File: config.mk
export PLATFORM = sky130hd
export DESIGN_NAME = bp_me_cce_id_to_cord_lut_flat
export DESIGN_NICKNAME = d
export VERILOG_FILES = /design/src/rtl/bp_me_cce_id_to_cord_lut_pkg.sv /design/src/rtl/bp_me_cce_id_to_cord_lut_if.sv /design/src/rtl/bp_me_cce_id_to_cord_lut_default_cord.sv /design/src/rtl/bp_me_cce_id_to_cord_lut.sv /design/src/flat_wrapper.sv
export SDC_FILE = /design/constraint.sdc
export NUM_CORES = 1
export LEC_CHECK = 0
export CAP_MARGIN = 20
export CELL_PAD_IN_SITES_DETAIL_PLACEMENT = 1
export CELL_PAD_IN_SITES_GLOBAL_PLACEMENT = 1
export CORE_ASPECT_RATIO = 1.75
export CORE_MARGIN = 5
export CORE_UTILIZATION = 35
export DETAILED_ROUTE_END_ITERATION = 8
export GPL_TIMING_DRIVEN = 0
export HOLD_SLACK_MARGIN = 0.02
export PLACE_DENSITY = 0.61
export SLEW_MARGIN = 5
export SYNTH_ARGS = -nofsm -noshare
export SYNTH_HDL_FRONTEND = slang
export SYNTH_SLANG_ARGS = --single-unit
File: constraint.sdc
create_clock -name clk_i -period 9.15 [get_ports clk_i]
set_input_delay 1.83 -clock clk_i [delete_from_list [all_inputs] [get_ports clk_i]]
set_output_delay 1.83 -clock clk_i [all_outputs]
set_load 0.005 [all_outputs]
File: src/rtl/bp_me_cce_id_to_cord_lut_pkg.sv
// Shared types for the CCE-ID to coherence-NoC cord lookup table.
// Contents: CCE region enum, lookup-table FSM state enum, and a macro that
// builds the packed {cid, y, x} table entry for given field widths.
package bp_me_cce_id_to_cord_lut_pkg;

  typedef enum logic [2:0] {
    e_cce_cc,
    e_cce_mc,
    e_cce_cac,
    e_cce_sac,
    e_cce_io
  } bp_cce_region_e;

  typedef enum logic {
    e_init,
    e_run
  } lut_state_e;

endpackage

// x occupies the low bits so the low x+y bits of an entry read directly as a cord.
`define BP_CCE_ENTRY_S(x_w, y_w, cid_w) \
  struct packed { \
    logic [cid_w-1:0] cid; \
    logic [y_w-1:0]   y; \
    logic [x_w-1:0]   x; \
  }

File: src/rtl/bp_me_cce_id_to_cord_lut_if.sv
// Config-write and per-channel lookup/response bundle for the cord lookup table.
// Ports: cfg_* (single write port), lkup_* (request per channel),
// resp_* (registered response per channel), init_done_o (table ready).
interface bp_me_cce_id_to_cord_lut_if #(
  parameter int unsigned num_chan_p   = 2,
  parameter int unsigned id_width_p   = 4,
  parameter int unsigned cord_width_p = 8,
  parameter int unsigned cid_width_p  = 2
);

  logic                               init_done_o;

  logic                               cfg_v_i;
  logic [id_width_p-1:0]              cfg_id_i;
  logic [cord_width_p-1:0]            cfg_cord_i;
  logic [cid_width_p-1:0]             cfg_cid_i;
  logic                               cfg_ready_and_o;

  logic [num_chan_p-1:0]              lkup_v_i;
  logic [num_chan_p*id_width_p-1:0]   lkup_id_i;
  logic [num_chan_p-1:0]              lkup_ready_and_o;

  logic [num_chan_p-1:0]              resp_v_o;
  logic [num_chan_p*cord_width_p-1:0] resp_cord_o;
  logic [num_chan_p*cid_width_p-1:0]  resp_cid_o;
  logic [num_chan_p-1:0]              resp_err_o;
  logic [num_chan_p-1:0]              resp_ready_and_i;

  // master: the requester side (CSR logic and CCE routers)
  modport master (
    input  init_done_o, cfg_ready_and_o, lkup_ready_and_o,
           resp_v_o, resp_cord_o, resp_cid_o, resp_err_o,
    output cfg_v_i, cfg_id_i, cfg_cord_i, cfg_cid_i,
           lkup_v_i, lkup_id_i, resp_ready_and_i
  );

  // slave: the lookup table
  modport slave (
    output init_done_o, cfg_ready_and_o, lkup_ready_and_o,
           resp_v_o, resp_cord_o, resp_cid_o, resp_err_o,
    input  cfg_v_i, cfg_id_i, cfg_cord_i, cfg_cid_i,
           lkup_v_i, lkup_id_i, resp_ready_and_i
  );

endinterface

File: src/rtl/bp_me_cce_id_to_cord_lut_default_cord.sv
// Combinational CCE ID -> default tiled-layout {x, y, cid}.
// Ports: id (CCE ID in), x / y / cid (default cord and concentrator ID out).
// Math is 32-bit and truncated to the field widths; IDs past the CC/MC/CAC/SAC
// bases fall into the IO region.
module bp_me_cce_default_cord
  import bp_me_cce_id_to_cord_lut_pkg::*;
#(
  parameter int unsigned cc_x_dim_p     = 2,
  parameter int unsigned cc_y_dim_p     = 2,
  parameter int unsigned ic_y_dim_p     = 1,
  parameter int unsigned sac_x_dim_p    = 1,
  parameter int unsigned num_core_p     = 4,
  parameter int unsigned num_l2e_p      = 2,
  parameter int unsigned num_cacc_p     = 2,
  parameter int unsigned num_sacc_p     = 2,
  parameter int unsigned id_width_p     = 4,
  parameter int unsigned x_cord_width_p = 4,
  parameter int unsigned y_cord_width_p = 4,
  parameter int unsigned cid_width_p    = 2
) (
  input  logic [id_width_p-1:0]     id,
  output logic [x_cord_width_p-1:0] x,
  output logic [y_cord_width_p-1:0] y,
  output logic [cid_width_p-1:0]    cid
);

  localparam int unsigned mc_base_lp  = num_core_p;
  localparam int unsigned cac_base_lp = mc_base_lp + num_l2e_p;
  localparam int unsigned sac_base_lp = cac_base_lp + num_cacc_p;
  localparam int unsigned io_base_lp  = sac_base_lp + num_sacc_p;

  bp_cce_region_e region;
  logic [31:0]    idv, j, x32, y32;

  always_comb begin
    idv    = 32'(id);
    region = e_cce_io;
    j      = idv - io_base_lp;
    if (idv < mc_base_lp) begin
      region = e_cce_cc;
      j      = idv;
    end else if (idv < cac_base_lp) begin
      region = e_cce_mc;
      j      = idv - mc_base_lp;
    end else if (idv < sac_base_lp) begin
      region = e_cce_cac;
      j      = idv - cac_base_lp;
    end else if (idv < io_base_lp) begin
      region = e_cce_sac;
      j      = idv - sac_base_lp;
    end

    x32 = '0;
    y32 = '0;
    case (region)
      e_cce_cc: begin
        x32 = sac_x_dim_p + j % cc_x_dim_p;
        y32 = ic_y_dim_p + j / cc_x_dim_p;
      end
      e_cce_mc: begin
        x32 = sac_x_dim_p + j % cc_x_dim_p;
        y32 = ic_y_dim_p + cc_y_dim_p + j / cc_x_dim_p;
      end
      // accelerator columns are filled top-to-bottom, so x steps with j/cc_y
      e_cce_cac: begin
        x32 = sac_x_dim_p + cc_x_dim_p + j / cc_y_dim_p;
        y32 = ic_y_dim_p + j % cc_y_dim_p;
      end
      e_cce_sac: begin
        x32 = j / cc_y_dim_p;
        y32 = ic_y_dim_p + j % cc_y_dim_p;
      end
      default: begin
        x32 = sac_x_dim_p + j % cc_x_dim_p;
        y32 = j / cc_x_dim_p;
      end
    endcase
  end

  assign x   = x32[x_cord_width_p-1:0];
  assign y   = y32[y_cord_width_p-1:0];
  assign cid = '0;

endmodule

File: src/rtl/bp_me_cce_id_to_cord_lut.sv
// Runtime-programmable CCE ID -> {cord, cid} table with per-channel 1-cycle lookups.
// Ports: clk_i, reset_n_i (async active-low), bus (slave side of the lut interface).
// After reset a walker loads default cords (num_ids_lp cycles); then cfg writes
// override entries and each channel owns a one-entry response register.
module bp_me_cce_id_to_cord_lut
  import bp_me_cce_id_to_cord_lut_pkg::*;
#(
  parameter int unsigned cc_x_dim_p     = 2,
  parameter int unsigned cc_y_dim_p     = 2,
  parameter int unsigned ic_y_dim_p     = 1,
  parameter int unsigned sac_x_dim_p    = 1,
  parameter int unsigned num_core_p     = 4,
  parameter int unsigned num_l2e_p      = 2,
  parameter int unsigned num_cacc_p     = 2,
  parameter int unsigned num_sacc_p     = 2,
  parameter int unsigned num_io_p       = 2,
  parameter int unsigned id_width_p     = 4,
  parameter int unsigned x_cord_width_p = 4,
  parameter int unsigned y_cord_width_p = 4,
  parameter int unsigned cid_width_p    = 2,
  parameter int unsigned num_chan_p     = 2
) (
  input logic                         clk_i,
  input logic                         reset_n_i,
  bp_me_cce_id_to_cord_lut_if.slave   bus
);

  localparam int unsigned num_ids_lp =
    num_core_p + num_l2e_p + num_cacc_p + num_sacc_p + num_io_p;
  localparam int unsigned cord_width_lp = x_cord_width_p + y_cord_width_p;

  typedef `BP_CCE_ENTRY_S(x_cord_width_p, y_cord_width_p, cid_width_p) entry_s;

  lut_state_e            state;
  logic [id_width_p-1:0] walk_cnt;
  logic                  init_done;

  entry_s                tbl [num_ids_lp];

  logic [x_cord_width_p-1:0] dflt_x;
  logic [y_cord_width_p-1:0] dflt_y;
  logic [cid_width_p-1:0]    dflt_cid;

  bp_me_cce_default_cord #(
    .cc_x_dim_p    (cc_x_dim_p),
    .cc_y_dim_p    (cc_y_dim_p),
    .ic_y_dim_p    (ic_y_dim_p),
    .sac_x_dim_p   (sac_x_dim_p),
    .num_core_p    (num_core_p),
    .num_l2e_p     (num_l2e_p),
    .num_cacc_p    (num_cacc_p),
    .num_sacc_p    (num_sacc_p),
    .id_width_p    (id_width_p),
    .x_cord_width_p(x_cord_width_p),
    .y_cord_width_p(y_cord_width_p),
    .cid_width_p   (cid_width_p)
  ) u_default_cord (
    .id (walk_cnt),
    .x  (dflt_x),
    .y  (dflt_y),
    .cid(dflt_cid)
  );

  // Init walker: one default entry per cycle, then park in e_run.
  always_ff @(posedge clk_i or negedge reset_n_i) begin
    if (!reset_n_i) begin
      state     <= e_init;
      walk_cnt  <= '0;
      init_done <= 1'b0;
    end else begin
      case (state)
        e_init: begin
          walk_cnt <= walk_cnt + 1'b1;
          if (32'(walk_cnt) == num_ids_lp - 1) begin
            state     <= e_run;
            init_done <= 1'b1;
          end
        end
        default: init_done <= 1'b1;
      endcase
    end
  end

  assign bus.init_done_o     = init_done;
  assign bus.cfg_ready_and_o = init_done;

  // Single table write port: the walker owns it during init, cfg afterwards.
  // Out-of-range cfg IDs are accepted but never reach the table.
  logic                  tbl_we;
  logic [id_width_p-1:0] tbl_wr_idx;
  entry_s                tbl_wr_dat;

  always_comb begin
    tbl_we     = 1'b0;
    tbl_wr_idx = walk_cnt;
    tbl_wr_dat = entry_s'({dflt_cid, dflt_y, dflt_x});
    if (state == e_init) begin
      tbl_we = 1'b1;
    end else if (bus.cfg_v_i && init_done && (32'(bus.cfg_id_i) < num_ids_lp)) begin
      tbl_we     = 1'b1;
      tbl_wr_idx = bus.cfg_id_i;
      tbl_wr_dat = entry_s'({bus.cfg_cid_i, bus.cfg_cord_i});
    end
  end

  // Table contents are meaningless until the walker has run, so no reset.
  always_ff @(posedge clk_i) begin
    for (int unsigned i = 0; i < num_ids_lp; i++) begin
      if (tbl_we && (32'(tbl_wr_idx) == i)) tbl[i] <= tbl_wr_dat;
    end
  end

  for (genvar ch = 0; ch < num_chan_p; ch++) begin : g_chan
    logic [id_width_p-1:0] id;
    logic                  in_range;
    logic                  ready;
    logic                  accept;
    entry_s                rd;
    logic                  resp_v;
    logic                  resp_err;
    entry_s                resp_dat;

    assign id       = bus.lkup_id_i[ch*id_width_p +: id_width_p];
    assign in_range = 32'(id) < num_ids_lp;
    assign ready    = init_done & (~resp_v | bus.resp_ready_and_i[ch]);
    assign accept   = bus.lkup_v_i[ch] & ready;

    // Reads the pre-edge table, so a same-cycle cfg write is not seen.
    always_comb begin
      rd = '0;
      for (int unsigned i = 0; i < num_ids_lp; i++) begin
        if (32'(id) == i) rd = tbl[i];
      end
    end

    always_ff @(posedge clk_i or negedge reset_n_i) begin
      if (!reset_n_i) begin
        resp_v   <= 1'b0;
        resp_err <= 1'b0;
        resp_dat <= '0;
      end else if (accept) begin
        resp_v   <= 1'b1;
        resp_err <= ~in_range;
        resp_dat <= in_range ? rd : '0;
      end else if (bus.resp_ready_and_i[ch]) begin
        resp_v   <= 1'b0;
      end
    end

    assign bus.lkup_ready_and_o[ch]                          = ready;
    assign bus.resp_v_o[ch]                                  = resp_v;
    assign bus.resp_err_o[ch]                                = resp_err;
    assign bus.resp_cord_o[ch*cord_width_lp +: cord_width_lp] = resp_dat[cord_width_lp-1:0];
    assign bus.resp_cid_o[ch*cid_width_p +: cid_width_p]      = resp_dat.cid;
  end

endmodule

File: src/flat_wrapper.sv
// flat-port wrapper written by rule: the top's interface ports become plain ports
module bp_me_cce_id_to_cord_lut_flat import bp_me_cce_id_to_cord_lut_pkg::*;
#(
  parameter int unsigned cc_x_dim_p     = 2,
  parameter int unsigned cc_y_dim_p     = 2,
  parameter int unsigned ic_y_dim_p     = 1,
  parameter int unsigned sac_x_dim_p    = 1,
  parameter int unsigned num_core_p     = 4,
  parameter int unsigned num_l2e_p      = 2,
  parameter int unsigned num_cacc_p     = 2,
  parameter int unsigned num_sacc_p     = 2,
  parameter int unsigned num_io_p       = 2,
  parameter int unsigned id_width_p     = 4,
  parameter int unsigned x_cord_width_p = 4,
  parameter int unsigned y_cord_width_p = 4,
  parameter int unsigned cid_width_p    = 2,
  parameter int unsigned num_chan_p     = 2
)
  (clk_i, reset_n_i, bus_init_done_o, bus_cfg_ready_and_o, bus_lkup_ready_and_o, bus_resp_v_o, bus_resp_cord_o, bus_resp_cid_o, bus_resp_err_o, bus_cfg_v_i, bus_cfg_id_i, bus_cfg_cord_i, bus_cfg_cid_i, bus_lkup_v_i, bus_lkup_id_i, bus_resp_ready_and_i);
  bp_me_cce_id_to_cord_lut_if #(.num_chan_p(num_chan_p), .id_width_p(id_width_p), .cord_width_p(8), .cid_width_p(cid_width_p)) bus_i ();
  input logic clk_i;
  input logic reset_n_i;
  output wire logic [$bits(bus_i.init_done_o)-1:0] bus_init_done_o;
  output wire logic [$bits(bus_i.cfg_ready_and_o)-1:0] bus_cfg_ready_and_o;
  output wire logic [$bits(bus_i.lkup_ready_and_o)-1:0] bus_lkup_ready_and_o;
  output wire logic [$bits(bus_i.resp_v_o)-1:0] bus_resp_v_o;
  output wire logic [$bits(bus_i.resp_cord_o)-1:0] bus_resp_cord_o;
  output wire logic [$bits(bus_i.resp_cid_o)-1:0] bus_resp_cid_o;
  output wire logic [$bits(bus_i.resp_err_o)-1:0] bus_resp_err_o;
  input wire logic [$bits(bus_i.cfg_v_i)-1:0] bus_cfg_v_i;
  input wire logic [$bits(bus_i.cfg_id_i)-1:0] bus_cfg_id_i;
  input wire logic [$bits(bus_i.cfg_cord_i)-1:0] bus_cfg_cord_i;
  input wire logic [$bits(bus_i.cfg_cid_i)-1:0] bus_cfg_cid_i;
  input wire logic [$bits(bus_i.lkup_v_i)-1:0] bus_lkup_v_i;
  input wire logic [$bits(bus_i.lkup_id_i)-1:0] bus_lkup_id_i;
  input wire logic [$bits(bus_i.resp_ready_and_i)-1:0] bus_resp_ready_and_i;
  assign bus_init_done_o = bus_i.init_done_o;
  assign bus_cfg_ready_and_o = bus_i.cfg_ready_and_o;
  assign bus_lkup_ready_and_o = bus_i.lkup_ready_and_o;
  assign bus_resp_v_o = bus_i.resp_v_o;
  assign bus_resp_cord_o = bus_i.resp_cord_o;
  assign bus_resp_cid_o = bus_i.resp_cid_o;
  assign bus_resp_err_o = bus_i.resp_err_o;
  assign bus_i.cfg_v_i = bus_cfg_v_i;
  assign bus_i.cfg_id_i = bus_cfg_id_i;
  assign bus_i.cfg_cord_i = bus_cfg_cord_i;
  assign bus_i.cfg_cid_i = bus_cfg_cid_i;
  assign bus_i.lkup_v_i = bus_lkup_v_i;
  assign bus_i.lkup_id_i = bus_lkup_id_i;
  assign bus_i.resp_ready_and_i = bus_resp_ready_and_i;
  bp_me_cce_id_to_cord_lut #(.cc_x_dim_p(cc_x_dim_p), .cc_y_dim_p(cc_y_dim_p), .ic_y_dim_p(ic_y_dim_p), .sac_x_dim_p(sac_x_dim_p), .num_core_p(num_core_p), .num_l2e_p(num_l2e_p), .num_cacc_p(num_cacc_p), .num_sacc_p(num_sacc_p), .num_io_p(num_io_p), .id_width_p(id_width_p), .x_cord_width_p(x_cord_width_p), .y_cord_width_p(y_cord_width_p), .cid_width_p(cid_width_p), .num_chan_p(num_chan_p)) u_core (.clk_i(clk_i), .reset_n_i(reset_n_i), .bus(bus_i));
endmodule
## Yosys cells after proc, flatten, opt, wreduce, memory -nomap -nowiden

Memory sizes are Yosys's and may differ from the RTL's.
Index checks and enable logic that the tools add are counted.
Widths: inputs -> output; s select.

- Add/sub/neg operators: 8
- $lt $le $gt $ge: 7
- $mul: 0
- Reductions and logical operators: 33
- Bitwise logic cells: 10
- Muxes and demuxes: 107
- Eq/ne operators: 37
- Div/mod/pow operators: 0
- Shift-type cells: 0

Operator list:

| operator | count |
|---|---|
| $mux 10 | 39 |
| $reduce_or 10->1 | 11 |
| $eq 4x4->1 const B | 13 |
| $mux 4 | 13 |
| $eq 4x3->1 const B | 12 |
| $mux 1 | 45 |
| $eq 4x2->1 const B | 6 |
| $lt 4x4->1 const B | 5 |
| $mux 5 | 4 |
| $logic_and 1x1->1 | 14 |
| $eq 4x1->1 const B | 3 |
| $logic_not 4->1 | 3 |
| $mux 3 | 4 |
| $pmux 4 s3 | 1 |
| $sub 4x3->5 const B | 2 |
| $sub 4x4->5 const B | 2 |
| $lt 4x3->1 const B | 2 |
| $pmux 4 s2 | 1 |
| $eq 3x2->1 const B | 2 |
| $reduce_bool 2->1 | 3 |
| $add 1x4->4 const A | 1 |
| $add 2x4->4 const A | 1 |
| $add 4x1->4 const B | 1 |
| $and 1x1->1 | 4 |
| 6 further kinds | 10 |

- Output and inout bits: 28
- Memory bits (writable): 120
- Memories: 1
- Bits in latches: 0
- Logic and storage cells: 216
- Bits in read-only memories: 0
- Register bits after elaboration: 30

Memory list:

| memory | depth | width | read ports | clocked after Yosys merged registers in | write ports | RTL line | source |
|---|---|---|---|---|---|---|---|
| u_core.tbl | 12 | 10 | 12 | 0 | 1 | bp_me_cce_id_to_cord_lut.sv:38 | `entry_s tbl [num_ids_lp];` |

## Logic depth before layout (Yosys ltp)

Gate-level depths: netlist of run 1.

- Depth after elaboration: 21
- Mapped depth: 12
- Mapped depth without buffers: 11

## By module

A second synthesis of run 1 with hierarchy kept.

- Cells, all modules: 659
- Area, all modules: 8012.7 µm²

By module, submodules not included:

| module | times used | cells each | area each (µm²) | seq. area each (µm²) |
|---|---|---|---|---|
| bp_me_cce_id_to_cord_lut | 1 | 599 | 7551.0 | 4354.2 |
| bp_me_cce_default_cord | 1 | 60 | 461.7 | 0.0 |

## Worst setup path after synthesis of run 1

Ideal clock, no wire load.

- Path type: input port to output port
- Start point: in bus_resp_ready_and_i[1]
- End point: out bus_lkup_ready_and_o[1]
- Arrival time: 2.266 ns
- Stages: 3
- Buffers on the path: 1
- Setup slack: 5.054 ns
- Data required time: 7.320 ns
- Cell sequence: nand2b_1 and2_1 buf_4

- Cells in the longest elaborated chain, start to end: 2

Ends and longest elaborated chain:

| element | RTL line | source |
|---|---|---|
| start, declared | flat_wrapper.sv:36 | `input wire logic [$bits(bus_i.resp_ready_and_i)-1:0] bus_resp_ready_and_i;` |
| $or 1x1->1 | bp_me_cce_id_to_cord_lut.sv:125 | `assign ready = init_done & (~resp_v \| bus.resp_ready_and_i[ch]);` |
| $and 1x1->1 | bp_me_cce_id_to_cord_lut.sv:125 |  |
| end, declared | flat_wrapper.sv:25 | `output wire logic [$bits(bus_i.lkup_ready_and_o)-1:0] bus_lkup_ready_and_o;` |

Every way passes these cells.

## Worst setup path in the final report of run 1

Same ends and word-level chain as after synthesis.

==> results of run 1 <==
where the power goes:
group,internal (mW),total (mW),leakage [nW],switching (mW)
Sequential,0.753,0.762,1.55,0.00865
Clock,0.395,0.673,0.257,0.278
Combinational,0.0873,0.207,1.56,0.120
registers in the layout (all words and copies together) (netlist names):
signal and cells:
u_core.bus.cfg_ready_and_o 1, u_core.bus.resp_cid_o 4, u_core.bus.resp_cord_o 16, u_core.g_chan.resp_err 2
u_core.g_chan.resp_v 2, u_core.state 1, u_core.tbl 120, u_core.walk_cnt 4
cell usage in the layout (no fill, tap or decap), drive strengths merged, types with 12 or more instances in the layout:
cell and n:
a21oi 40, a22oi 15, buf 46, clkbuf 38, clkdlybuf4s50 54, dfrtp 30
edfxtp 120, inv 16, mux2 18, mux2i 16, mux4 12, nand2 57
nand2b 15, nor2 61, o21ai 44, o221ai 12, o22ai 12
metrics by stage:
stage	util	hold slack [ns]	cell area [sq um]	setup WS, ns
floorplan	-	0.473	7820	5.05
global placement	0.396	0.468	8740	4.18
detailed placement	0.400	0.478	8820	4.15
CTS	0.425	0.492	9370	4.15
global route	0.425	0.519	9370	4.10
finish	0.425	0.485	9370	4.17
kinds of logic after synthesis:
logic type / Yosys count / synth area share
AO/OA/AOI/OAI: 201 / 0.175
AND/OR/NAND/NOR: 199 / 0.126
flip-flops: 150 / 0.557
buffers and inverters: 71 / 0.0469
multiplexers: 46 / 0.0825
adder cells (fa/ha/maj): 5 / 0.00801
XOR/XNOR: 4 / 0.00448
cell type report:
cell class / count / area (sq um) / share of cell area
Clock buffer: 20 / 437 / 0.0466
Buffer: 55 / 307 / 0.0327
Tap cell: 296 / 370 / 0.0395
Sequential cell: 150 / 4350 / 0.465
Inverter: 16 / 60.1 / 0.00641
Timing Repair Buffer: 63 / 622 / 0.0663
Multi-Input combinational cell: 455 / 3110 / 0.332
Clock inverter: 12 / 111 / 0.0119
worst paths after layout:
| check | depth (start not counted) | end | slack (ns) | start |
|---|---|---|---|---|
| min in group asynchronous | 1 | u_core.walk_cnt[0] | 1.48 | reset_n_i |
| max | 5 | bus_lkup_ready_and_o[1] | 4.17 | bus_resp_ready_and_i[1] |
| min reg2reg | 2 | u_core.bus.resp_cid_o[1] | 0.49 | u_core.bus.resp_cid_o[1] |
| max reg2reg | 13 | u_core.tbl[2][35] | 5.92 | u_core.walk_cnt[2] |
| min | 2 | u_core.bus.resp_cid_o[1] | 0.49 | u_core.bus.resp_cid_o[1] |
| max in group asynchronous | 1 | u_core.bus.resp_cord_o[11] | 7.14 | reset_n_i |
metal layers:
metal	vias up	GRT usage	wire length [um]
met5	-	0	0
met4	0	0.135	1660
met3	85	0.0387	1530
met2	272	0.424	15800
met1	3147	0.248	10200
li1	2759	-	-
critical path: stages:
cell             delay [ns]
clkdlybuf4s50_1        0.45
nand2b_1               0.16
and2_1                 0.14
buf_4                  0.09
clkdlybuf4s50_1        0.48
==> metrics.csv, run 1 <==
metric;value;unit
post-CTS setup buffers;0;
All-Layer GR Usage;0.234;
Slew Limit Fails;0;
Synth Cell Area;0.00781;sq mm
Peak Freq;201;MHz
total power;1.64;mW
Fill cells;2394;
DRT antenna net count;0;
VDD IR max;74.6;uV
Top FF cell, synth;edfxtp_1;
EDFF count, synth;120;
placer congestion estimate;0.951;
power per cell area;175;mW/mm^2
CP Capture Type;primary output;
initial antenna violation count;0;
Clock transition at path regs;0.06;ns
Cell variety after synth;71;
Die Ht;208;um
flip-flop and latch count after synthesis;150;
hold violation total from the final report;0;
Cell Rows;72;
register area share after synthesis;0.557;
CP arrival;3.15;ns
Layout Area Growth over Synthesis;19.9;%
Mapped Cells;676;
Non-Filler Instances;1067;
vias in the first global route;6813;
Post-synth ARST share;0.200;
HP Class;reg2reg;
Placed Cells;1035;
routed wire length;29100;um
Setup Skew;0.00793;ns
Skew-Pair Late Insertion Delay;0.43;ns
Slew @ Worst Pin;1.18;ns
Root Buffer;clkbuf_16;
drt drc;0;
CP startpoint kind;input pin;
DR vias/cell;5.87;
CTS tree;built;
TNS Setup;0;ns
Rel. slew slack;0.212;
area of the core;0.0221;sq mm
number of port buffers;55;
Max H-tree Level;4;
max_cap viols;0;
average routed wire per standard cell;27.3;um
Worst Path Max Fanout;4;
synth top area cells;edfxtp_1 (46%), dfrtp_1 (9.6%), mux4_2 (3.5%);
minimum clock period;4.98;ns
layout cell share with drive strength beyond 1;0.148;
final setup vio count;0;
Synth area leader;edfxtp_1;
total number of vias;6263;
critical path class;in2out;
post-DP HPWL;22400;um
post-CTS resize count;0;
Nets;792;
total CTS buffers;17;
die area;0.0255;sq mm
drt first pass iters;5;
I/O pin count;57;
data required time of the critical path;7.32;ns
outcome;finished clean;
largest net degree at the start of global routing;31;
synthesized netlist net count;710;
clock tree sinks;150;
first-pass GRT wire length;43200;um
ANT cells;0;
RSZ-0062 raised after global routing;false;
fin crit share;0.545;
initial DRC count;607;
total gr overflow;0;
commonest cells in the netlist;edfxtp_1 (120), nor2_1 (61), nand2_1 (57);
maximum root-to-sink buffer count;2;
count leader, synth;edfxtp_1;
Avg Inst Size Synth;11.6;sq um
Initial Utilization;0.354;
# hold bufs at CTS;0;
share of the synthesized area in the top cell type;0.461;
YS warnings;0;
leakage;3.37;nW
die width;123;um
Note: power is estimated with default switching activity, not from simulation.
==> inputs of run 2 (changes only) <==
==> constraint.sdc (replaced) <==
create_clock -name clk_i -period 4.68 [get_ports clk_i]
set_input_delay 0.936 -clock clk_i [delete_from_list [all_inputs] [get_ports clk_i]]
set_output_delay 0.936 -clock clk_i [all_outputs]
set_load 0.005 [all_outputs]
==> results of run 2 <==
Same layout as run 1 (identical final DEF). Status: finished clean.
Among the figures that moved: setup slack after placement 4.15 ns -> 0.806 ns; setup slack after layout 4.17 ns -> 1.32 ns; start point of the critical path bus_resp_ready_and_i[1] -> bus_cfg_id_i[2]; end point of the critical path bus_lkup_ready_and_o[1] -> u_core.tbl[0][1]; register-to-register setup slack 5.92 ns -> 1.45 ns; total power 1.64 mW -> 3.21 mW; worst IR drop on VDD 74.6 uV -> 146 uV
==> inputs of run 3 (changes only) <==
==> constraint.sdc (replaced) <==
create_clock -name clk_i -period 3.5 [get_ports clk_i]
set_input_delay 0.7 -clock clk_i [delete_from_list [all_inputs] [get_ports clk_i]]
set_output_delay 0.7 -clock clk_i [all_outputs]
set_load 0.005 [all_outputs]
==> metrics.csv, run 3 (synthesized netlist as in run 1, its figures left out) <==
metric;value;unit
outcome;finished clean;
die width;123;um
max_cap viols;0;
Slew @ Worst Pin;1.19;ns
I/O pin count;57;
drt first pass iters;5;
HP Class;in2async;
vias in the first global route;6813;
data required time of the critical path;3.76;ns
Hold Worst Slack;0.353;ns
clock tree sinks;150;
total power;4.29;mW
Clock transition at path regs;0.06;ns
# hold bufs at CTS;0;
largest net degree at the start of global routing;31;
minimum clock period;3.26;ns
first-pass GRT wire length;43200;um
maximum root-to-sink buffer count;2;
CP arrival;3.53;ns
average routed wire per standard cell;27.3;um
max reg flops;120;
drt drc;0;
area of the core;0.0221;sq mm
DR vias/cell;5.90;
critical path class;reg2reg;
Fill cells;2393;
CP Capture Type;register;
Layout Area Growth over Synthesis;20.0;%
post-DP HPWL;22400;um
number of port buffers;55;
Die Ht;208;um
total CTS buffers;17;
All-Layer GR Usage;0.234;
leakage;3.37;nW
largest register by flop count;u_core.tbl;
final setup vio count;0;
Root Buffer;clkbuf_16;
Peak Freq;306;MHz
die area;0.0255;sq mm
routed wire length;29200;um
total number of vias;6295;
total gr overflow;0;
Rel. slew slack;0.203;
VDD IR max;195;uV
Non-Filler Instances;1067;
CP startpoint kind;register;
initial DRC count;545;
DRT antenna net count;0;
Worst Path Max Fanout;9;
Skew-Pair Late Insertion Delay;0.43;ns
most frequent cells in the layout;edfxtp_1 (120), nor2_1 (58), nand2_1 (57), clkdlybuf4s50_1 (54), a21oi_1 (40);
initial antenna violation count;0;
RSZ-0062 raised after global routing;false;
commonest non-fill, non-tap cell in the layout;edfxtp_1;
hold violation total from the final report;0;
Cell Rows;72;
Initial Utilization;0.354;
power per cell area;458;mW/mm^2
Max H-tree Level;4;
fin crit share;0.933;
ANT cells;0;
post-CTS setup buffers;0;
placer congestion estimate;0.951;
Nets;792;
CTS tree;built;
Placed Cells;1035;
final core occ;0.425;
Setup Skew;0.00728;ns
post-CTS resize count;0;
layout cell share with drive strength beyond 1;0.148;
Slew Limit Fails;0;
## run 3: layout make-up
class	instances	area, sq um	share of cell area
Buffer	55	307	0.0327
Inverter	16	60.1	0.00640
Clock buffer	20	437	0.0465
Tap cell	296	370	0.0395
Multi-Input combinational cell	455	3120	0.333
Sequential cell	150	4350	0.464
Clock inverter	12	111	0.0119
Timing Repair Buffer	63	622	0.0663
## run 3: stage by stage
step	worst slack, ns	setup TNS, ns	cell area, sq um
after floorplan	0.640	0	7820
after global placement	-0.426	-15.42	8740
after detailed placement	-0.138	-3.15	8820
after CTS	0.291	0	9370
after global routing	0.0240	0	9380
final	0.236	0	9380
## run 3: worst paths after layout
kind,startpoint,end,slack [ns],depth (start not counted)
min in group clk_i,u_core.bus.resp_cid_o[1],u_core.bus.resp_cid_o[1],0.49,2
worst min register to register,u_core.bus.resp_cid_o[1],u_core.bus.resp_cid_o[1],0.49,2
worst min-delay path,reset_n_i,u_core.walk_cnt[1],0.35,1
worst max-delay path,u_core.walk_cnt[2],u_core.tbl[2][35],0.24,13
worst max register to register,u_core.walk_cnt[2],u_core.tbl[2][35],0.24,13
max in group asynchronous,reset_n_i,u_core.bus.resp_cord_o[9],2.62,1
## run 3: per-layer routing
layer | share of wire | vias up | GRT usage | routed length, um
met2 | 0.54 | 280 | 0.424 | 15700
met4 | 0.060 | 0 | 0.135 | 1740
met1 | 0.35 | 3169 | 0.248 | 10200
li1 | - | 2754 | - | -
met3 | 0.052 | 92 | 0.0387 | 1520
met5 | 0 | - | 0 | 0
## run 3: worst max-delay path: stages, from the launching register on
cell and delay [ns]:
dfrtp_1 0.36, clkbuf_1 0.35, inv_1 0.18, ha_1 0.35, nand2_1 0.06, o21ai_0 0.19, nand2_1 0.09, o21a_1 0.15
ha_1 0.33, mux2i_1 0.12, mux2_2 0.15, o21ai_0 0.06, o21ai_0 0.40, buf_2 0.30
## run 3: report_power, final
part | internal [mW] | switching [mW] | leakage (nW)
clock network | 1.03 | 0.725 | 0.257
logic | 0.229 | 0.315 | 1.56
registers | 1.97 | 0.0226 | 1.55
